$ cat src/rtl/id_ex_latch.sv
// ID/EX pipeline register with load-use bubble insertion and flush.
// Optional bubble counter is built when IDEX_PERF_CNT_EN is defined.
module id_ex_latch (
  input  logic        CLK,
  input  logic        nRST,
  input  logic        ihit,
  input  logic        mem_busy,
  input  logic        flush,
  input  logic [31:0] nPC_next,
  input  logic [31:0] rdat1_next,
  input  logic [31:0] rdat2_next,
  input  logic [31:0] imm_next,
  input  logic [31:0] lui_next,
  input  logic [4:0]  regDst_next,
  input  logic [4:0]  rs_next,
  input  logic [4:0]  rt_next,
  input  logic [4:0]  shamt_next,
  input  logic [3:0]  ALUOp_next,
  input  logic [1:0]  regSel_next,
  input  logic [1:0]  PCSrc_next,
  input  logic [1:0]  ALUSrc_next,
  input  logic        dREN_next,
  input  logic        dWEN_next,
  input  logic        regWr_next,
  input  logic        halt_next,
  output logic [31:0] nPC_ex,
  output logic [31:0] rdat1_ex,
  output logic [31:0] rdat2_ex,
  output logic [31:0] imm_ex,
  output logic [31:0] lui_ex,
  output logic [4:0]  regDst_ex,
  output logic [4:0]  rs_ex,
  output logic [4:0]  rt_ex,
  output logic [4:0]  shamt_ex,
  output logic [3:0]  ALUOp_ex,
  output logic [1:0]  regSel_ex,
  output logic [1:0]  PCSrc_ex,
  output logic [1:0]  ALUSrc_ex,
  output logic        dREN_ex,
  output logic        dWEN_ex,
  output logic        regWr_ex,
  output logic        halt_ex,
  output logic        stall_id,
  output logic [31:0] bubble_cnt
);

  typedef struct packed {
    logic [31:0] npc;
    logic [31:0] rdat1;
    logic [31:0] rdat2;
    logic [31:0] imm;
    logic [31:0] lui;
    logic [4:0]  reg_dst;
    logic [4:0]  rs;
    logic [4:0]  rt;
    logic [4:0]  shamt;
    logic [3:0]  alu_op;
    logic [1:0]  reg_sel;
    logic [1:0]  pc_src;
    logic [1:0]  alu_src;
    logic        dren;
    logic        dwen;
    logic        reg_wr;
    logic        halt;
  } id_ex_t;

  id_ex_t nxt;
  id_ex_t cur;
  id_ex_t dat;
  logic   en;
  logic   lu;
  logic   bub;

  assign nxt = '{
    npc:     nPC_next,
    rdat1:   rdat1_next,
    rdat2:   rdat2_next,
    imm:     imm_next,
    lui:     lui_next,
    reg_dst: regDst_next,
    rs:      rs_next,
    rt:      rt_next,
    shamt:   shamt_next,
    alu_op:  ALUOp_next,
    reg_sel: regSel_next,
    pc_src:  PCSrc_next,
    alu_src: ALUSrc_next,
    dren:    dREN_next,
    dwen:    dWEN_next,
    reg_wr:  regWr_next,
    halt:    halt_next
  };

  // Advance, hazard detect and bubble select; all-zero is the bubble.
  always_comb begin
    en  = ihit & ~mem_busy;
    lu  = cur.dren & cur.reg_wr
        & (cur.reg_dst != 5'd0)
        & ((cur.reg_dst == rs_next)
        | (cur.reg_dst == rt_next));
    bub = flush | lu;
    dat = nxt;
    if (bub)
      dat = '0;
    stall_id = lu & ~flush;
  end

  // Stage register: cleared to a bubble on reset, held while frozen.
  always_ff @(posedge CLK or negedge nRST) begin
    if (!nRST)
      cur <= '0;
    else if (en)
      cur <= dat;
  end

`ifdef IDEX_PERF_CNT_EN
  logic [31:0] cnt_q;

  // Count bubbles on advancing edges, saturating at all-ones.
  always_ff @(posedge CLK or negedge nRST) begin
    if (!nRST)
      cnt_q <= '0;
    else if (en && bub && (cnt_q != 32'hFFFF_FFFF))
      cnt_q <= cnt_q + 32'd1;
  end

  assign bubble_cnt = cnt_q;
`else
  assign bubble_cnt = 32'd0;
`endif

  assign nPC_ex    = cur.npc;
  assign rdat1_ex  = cur.rdat1;
  assign rdat2_ex  = cur.rdat2;
  assign imm_ex    = cur.imm;
  assign lui_ex    = cur.lui;
  assign regDst_ex = cur.reg_dst;
  assign rs_ex     = cur.rs;
  assign rt_ex     = cur.rt;
  assign shamt_ex  = cur.shamt;
  assign ALUOp_ex  = cur.alu_op;
  assign regSel_ex = cur.reg_sel;
  assign PCSrc_ex  = cur.pc_src;
  assign ALUSrc_ex = cur.alu_src;
  assign dREN_ex   = cur.dren;
  assign dWEN_ex   = cur.dwen;
  assign regWr_ex  = cur.reg_wr;
  assign halt_ex   = cur.halt;

endmodule

$ cat config.mk
export PLATFORM = sky130hd
export DESIGN_NAME = id_ex_latch
export DESIGN_NICKNAME = d
export VERILOG_FILES = /design/src/rtl/id_ex_latch.sv
export SDC_FILE = /design/constraint.sdc
export NUM_CORES = 1
export LEC_CHECK = 0
export ABC_AREA = 1
export CAP_MARGIN = 0
export CORE_UTILIZATION = 35
export CTS_CLUSTER_DIAMETER = 200
export DETAILED_ROUTE_END_ITERATION = 10
export PLACE_DENSITY = 0.69
export SLEW_MARGIN = 20
export SYNTH_ARGS = -nofsm -noshare
export SYNTH_HDL_FRONTEND = slang
export SYNTH_SLANG_ARGS = --single-unit
$ cat constraint.sdc
create_clock -name CLK -period 4.1 [get_ports CLK]
set_input_delay 1.23 -clock CLK [delete_from_list [all_inputs] [get_ports CLK]]
set_output_delay 1.23 -clock CLK [all_outputs]
set_load 0.02 [all_outputs]
# Word level (Yosys, flattened, before mapping)
# Cells that the tools add are included.
# op_classes
eq_ne	2
n_mux	1
bitwise_logic	9
reduce_logical	1
# op_table
operator	n
$mux 194	1
$eq 5x5->1	2
$and 1x1->1	5
$reduce_bool 5->1	1
$not 1->1	2
$or 1x1->1	2
# totals
regBits	194
inputBits	199
output_inout_bits	227
wordCells	30

# Longest topological paths before layout
# logic_depth
ltp_word	5
depth_mapped	11
ltp_nobuf	9

# Worst setup path before layout
# OpenSTA, ideal clock, no wires.
# synth_timing
path_type	input to output
startpoint	in rt_next[4]
endpoint	out stall_id
arrival_ns	2.142
required_time_ns	2.870
slack_ns	0.728
path_stages	9
path_buffers	1
path_cell_list	inv_1 -> nand2_1 -> nand2_1 -> nor2_1 -> nand3_1 -> nand2_1 -> nand2_2 -> buf_2 -> nor2_1
# synth_between
elab_chain_cells	4
# synth_rtl
item	line	source
start: declaration	16	input logic [4:0] rt_next,
$eq 5x5->1	100	| (cur.reg_dst == rt_next));
$or 1x1->1	100	
$and 1x1->1	99	& ((cur.reg_dst == rs_next)
$and 1x1->1	105	stall_id = lu & ~flush;
end: declaration	43	output logic stall_id,
# Every way passes these cells.

# Final worst setup path
# layout_timing
startpoint	in rs_next[0]
endpoint	out stall_id
# layout_between
elab_chain_cells	4
# layout_rtl
item	line	source
start: declaration	15	input logic [4:0] rs_next,
$eq 5x5->1	99	
$or 1x1->1	100	
$and 1x1->1	99	
$and 1x1->1	105	
# Every way passes these cells.

==> flow_results.xml <==
<?xml version="1.0" encoding="UTF-8"?>
<metrics>
  <group name="global_routing">
    <metric name="grt_util_met1" unit="%">24.7</metric>
    <metric name="grt_busiest_layer" unit="">met2</metric>
    <metric name="grtUsageTotal" unit="%">19.8</metric>
    <metric name="grt_use_met2" unit="%">32.6</metric>
    <metric name="number_of_antenna_violations_at_the_first_check_in_global_routing" unit="">0</metric>
    <metric name="grt_max_degree" unit="">195</metric>
    <metric name="first_global_vias" unit="">8962</metric>
    <metric name="global_route_overflow" unit="">0</metric>
    <metric name="groute.layer.met3.usage" unit="%">5.34</metric>
    <metric name="grt_pass1_wl" unit="mm">47.6</metric>
  </group>
  <group name="pwr">
    <metric name="power-per-cell-area" unit="mW/mm^2">359</metric>
    <metric name="ir_drop" unit="mV">0.250</metric>
    <metric name="power.leakage" unit="uW">0.00782</metric>
  </group>
  <group name="placement">
    <metric name="placed_cells" unit="">2043</metric>
    <metric name="placed_cell_area" unit="mm^2">0.0143</metric>
    <metric name="hpwlAfterDp" unit="mm">20.1</metric>
    <metric name="routabilityCongestion" unit="">0.841</metric>
    <metric name="port_buffers" unit="">393</metric>
  </group>
  <group name="finish">
    <metric name="multiInputGateArea" unit="mm^2">0.00396</metric>
    <metric name="syn2layout_area_growth" unit="%">45.9</metric>
    <metric name="antenna-diode-count" unit="">0</metric>
    <metric name="share_of_cells_above_drive_strength_1" unit="%">9.58</metric>
    <metric name="storage_element_area" unit="mm^2">0.00485</metric>
    <metric name="finalInstanceArea" unit="mm^2">0.0149</metric>
    <metric name="fin_nets" unit="">1877</metric>
    <metric name="nFillCells" unit="">2747</metric>
    <metric name="mostFrequentLayoutCell" unit="">sky130_fd_sc_hd__nand2_1</metric>
    <metric name="leading_cell_types_in_the_layout_fill_and_taps_excluded" unit="">411 x sky130_fd_sc_hd__nand2_1, 391 x sky130_fd_sc_hd__clkdlybuf4s50_1, 201 x sky130_fd_sc_hd__nor2_1</metric>
    <metric name="final_cell_count_no_fill" unit="">2075</metric>
  </group>
  <group name="outcome">
    <metric name="run_status" unit="">finished clean</metric>
  </group>
  <group name="logic_synthesis">
    <metric name="synth.distinct_cells" unit="">18</metric>
    <metric name="synth_seq_area_share" unit="%">47.6</metric>
    <metric name="synth_compound_area_share" unit="%">0</metric>
    <metric name="synth_area" unit="mm^2">0.0102</metric>
    <metric name="synth_fa_ha_area_share" unit="%">0</metric>
    <metric name="netlist_instances" unit="">1329</metric>
    <metric name="synthXorXnorAreaFrac" unit="%">0.172</metric>
    <metric name="synth_simple_gate_area_share" unit="%">37.3</metric>
    <metric name="synth.mux.area_fraction" unit="%">0</metric>
    <metric name="synth.ff_latch_count" unit="">194</metric>
    <metric name="syn_area_per_cell" unit="um^2">7.67</metric>
    <metric name="synth_top_family_by_area" unit="">simple AND/OR/NAND/NOR gates</metric>
    <metric name="yosys_warnings" unit="">0</metric>
  </group>
  <group name="clocking">
    <metric name="cts.path.max_buffers" unit="">2</metric>
    <metric name="cts_repair_resize_count" unit="">0</metric>
    <metric name="number_of_buffers_inserted_by_post_cts_setup_repair" unit="">0</metric>
    <metric name="cts_sinks" unit="">194</metric>
    <metric name="clk-insertion-delay-late" unit="ps">430</metric>
    <metric name="cts_buffers" unit="">17</metric>
    <metric name="ctsRootBufferMaster" unit="">sky130_fd_sc_hd__clkbuf_16</metric>
    <metric name="clk_pin_slew" unit="ps">70</metric>
    <metric name="tritoncts" unit="">done</metric>
    <metric name="cts_hold_buf" unit="">0</metric>
    <metric name="cts-htree-levels" unit="">4</metric>
  </group>
  <group name="routing">
    <metric name="drtPass1Iterations" unit="">4</metric>
    <metric name="ant_nets" unit="">0</metric>
    <metric name="viasPerCell" unit="">4.42</metric>
    <metric name="route.vias.total" unit="">9175</metric>
    <metric name="routed_wire_length_per_instance" unit="um">14.1</metric>
    <metric name="drt_wl_total" unit="mm">29.3</metric>
    <metric name="drt_first_iter_violations" unit="">553</metric>
    <metric name="drcViolationCount" unit="">0</metric>
  </group>
  <group name="sta">
    <metric name="finalHoldViolCount" unit="">0</metric>
    <metric name="finClkSkew" unit="ps">15.6</metric>
    <metric name="rsz0062_at_grt" unit="">false</metric>
    <metric name="fmaxAchievable" unit="MHz">262</metric>
    <metric name="totalNegativeSetupSlack" unit="ps">0</metric>
    <metric name="worst_tran_pin_value" unit="ps">1330</metric>
    <metric name="slew_headroom" unit="%">11.2</metric>
    <metric name="setup_viol" unit="">0</metric>
    <metric name="slew_violations" unit="">0</metric>
    <metric name="finalWorstPathRequiredPeriod" unit="ps">3810</metric>
    <metric name="final.period_utilization" unit="%">93.0</metric>
  </group>
  <group name="floorplan">
    <metric name="core_area" unit="mm^2">0.0287</metric>
    <metric name="rows" unit="">62</metric>
    <metric name="die_width" unit="um">173</metric>
    <metric name="die_height" unit="um">173</metric>
    <metric name="top_level_ports" unit="">426</metric>
    <metric name="floorplan.initialDensity" unit="%">35.5</metric>
    <metric name="die_area" unit="mm^2">0.0298</metric>
  </group>
  <group name="worst_setup_path">
    <metric name="cpLargestDelayFamily" unit="">buffers and inverters</metric>
    <metric name="crit_path_max_incr_delay" unit="ps">470</metric>
    <metric name="crit_path_end_kind" unit="">output port</metric>
    <metric name="worstPathBufferInverterCount" unit="">3</metric>
    <metric name="r2r_cells" unit="">8</metric>
    <metric name="critPathKind" unit="">in -&gt; out</metric>
    <metric name="crit_arrival" unit="ps">2580</metric>
    <metric name="critical_path_required" unit="ps">2870</metric>
    <metric name="critical_path.reg2reg.startpoint" unit="">regDst_ex[2]</metric>
    <metric name="worst-r2r-setup-slack" unit="ps">1740</metric>
    <metric name="start_kind" unit="">primary input</metric>
    <metric name="crit-reg2reg-capture" unit="">rdat2_ex[1]</metric>
    <metric name="critical-path-top-cell-by-count" unit="">sky130_fd_sc_hd__nand2_1</metric>
    <metric name="cp_slowest_cell" unit="">sky130_fd_sc_hd__clkdlybuf4s50_1</metric>
    <metric name="worst-path-max-fanout" unit="">2</metric>
    <metric name="crit_path_cell_trace" unit="">clkdlybuf4s50_1 &gt; inv_1 &gt; nand2_1 &gt; nand2_1 &gt; nor2_1 &gt; nand3_1 &gt; nand2_1 &gt; nand2_8 &gt; nor2_1 &gt; buf_4</metric>
  </group>
  <group name="min_path">
    <metric name="hold_path_end" unit="">rdat2_ex[17]</metric>
    <metric name="min_from" unit="">rdat2_ex[17]</metric>
    <metric name="hold_depth" unit="">2</metric>
    <metric name="worst_hold_path_type" unit="">reg -&gt; reg</metric>
  </group>
  <group name="flow_run">
    <metric name="timing.max_cap.violations" unit="">0</metric>
  </group>
</metrics>
-- tightest hold or removal path: stages (launching register included) --
cell                      delay, ps
sky130_fd_sc_hd__dfrtp_1        340
sky130_fd_sc_hd__nand2_1         50
sky130_fd_sc_hd__nand2_1         50
-- per-layer routing --
metal	share of wire (%)	wire length, um	vias to the layer above
li1	-	-	4575
met1	43	12600	4252
met2	47	13800	310
met3	7.3	2140	38
met4	2.7	801	0
met5	0	0	-
-- registers in the layout, indices dropped and copies added, names as in the netlist --
name,flops
regWr_ex,1
ALUSrc_ex,2
dWEN_ex,1
PCSrc_ex,2
nPC_ex,32
halt_ex,1
imm_ex,32
dREN_ex,1
rs_ex,5
rt_ex,5
rdat1_ex,32
rdat2_ex,32
shamt_ex,5
lui_ex,32
ALUOp_ex,4
regSel_ex,2
regDst_ex,5
-- Yosys cell counts, drive strengths merged --
cell type  count  area, um^2
nor2         201         754
nand2        413        1550
inv          202         758
clkinv         1        3.75
nand3        198        1490
dfrtp        194        4850
buf           66         563
nor3           1        5.00
xnor2          2        17.5
clkbuf        50         188
conb           1        3.75
-- metrics by stage --
step                power (uW)  worst slack (ps)  utilization [%]  hold WS, ps
floorplan                 2900               728                -          591
global placement          3640               280             49.7          460
detailed placement        3660               284             49.7          464
CTS                       5420               276             51.8          483
global route              5610               147             51.8          496
finish                    5340               287             51.8          480
-- worst max-delay path by stage --
stage,end,depth (start not counted),start
final,stall_id,10,rs_next[0]
after global routing,stall_id,10,rs_next[1]
after CTS,stall_id,10,rs_next[0]
after detailed placement,stall_id,10,rs_next[0]
after global placement,stall_id,10,rt_next[0]
after floorplan,stall_id,9,rt_next[4]
-- cells by family (layout without fill, tap and decap cells) --
family | Yosys count | in the layout
buf+inv | 319 | 650
other cells | 1 | 32
simple gates | 813 | 813
xor+xnor | 2 | 2
flops | 194 | 194
-- area by class of cell --
class,instances,area share (%)
Timing Repair Buffer,415,28.3
Inverter,203,5.18
Multi-Input combinational cell,847,26.7
Tap cell,384,3.23
Clock inverter,14,1.14
Sequential cell,194,32.7
Clock buffer,18,2.89
-- power by group --
| group | switching [uW] | internal (uW) |
|---|---|---|
| Sequential | 119 | 2110 |
| Combinational | 733 | 654 |
| Clock | 845 | 879 |
| Total | 1700 | 3640 |
Note: power is estimated with default switching activity, not from simulation.
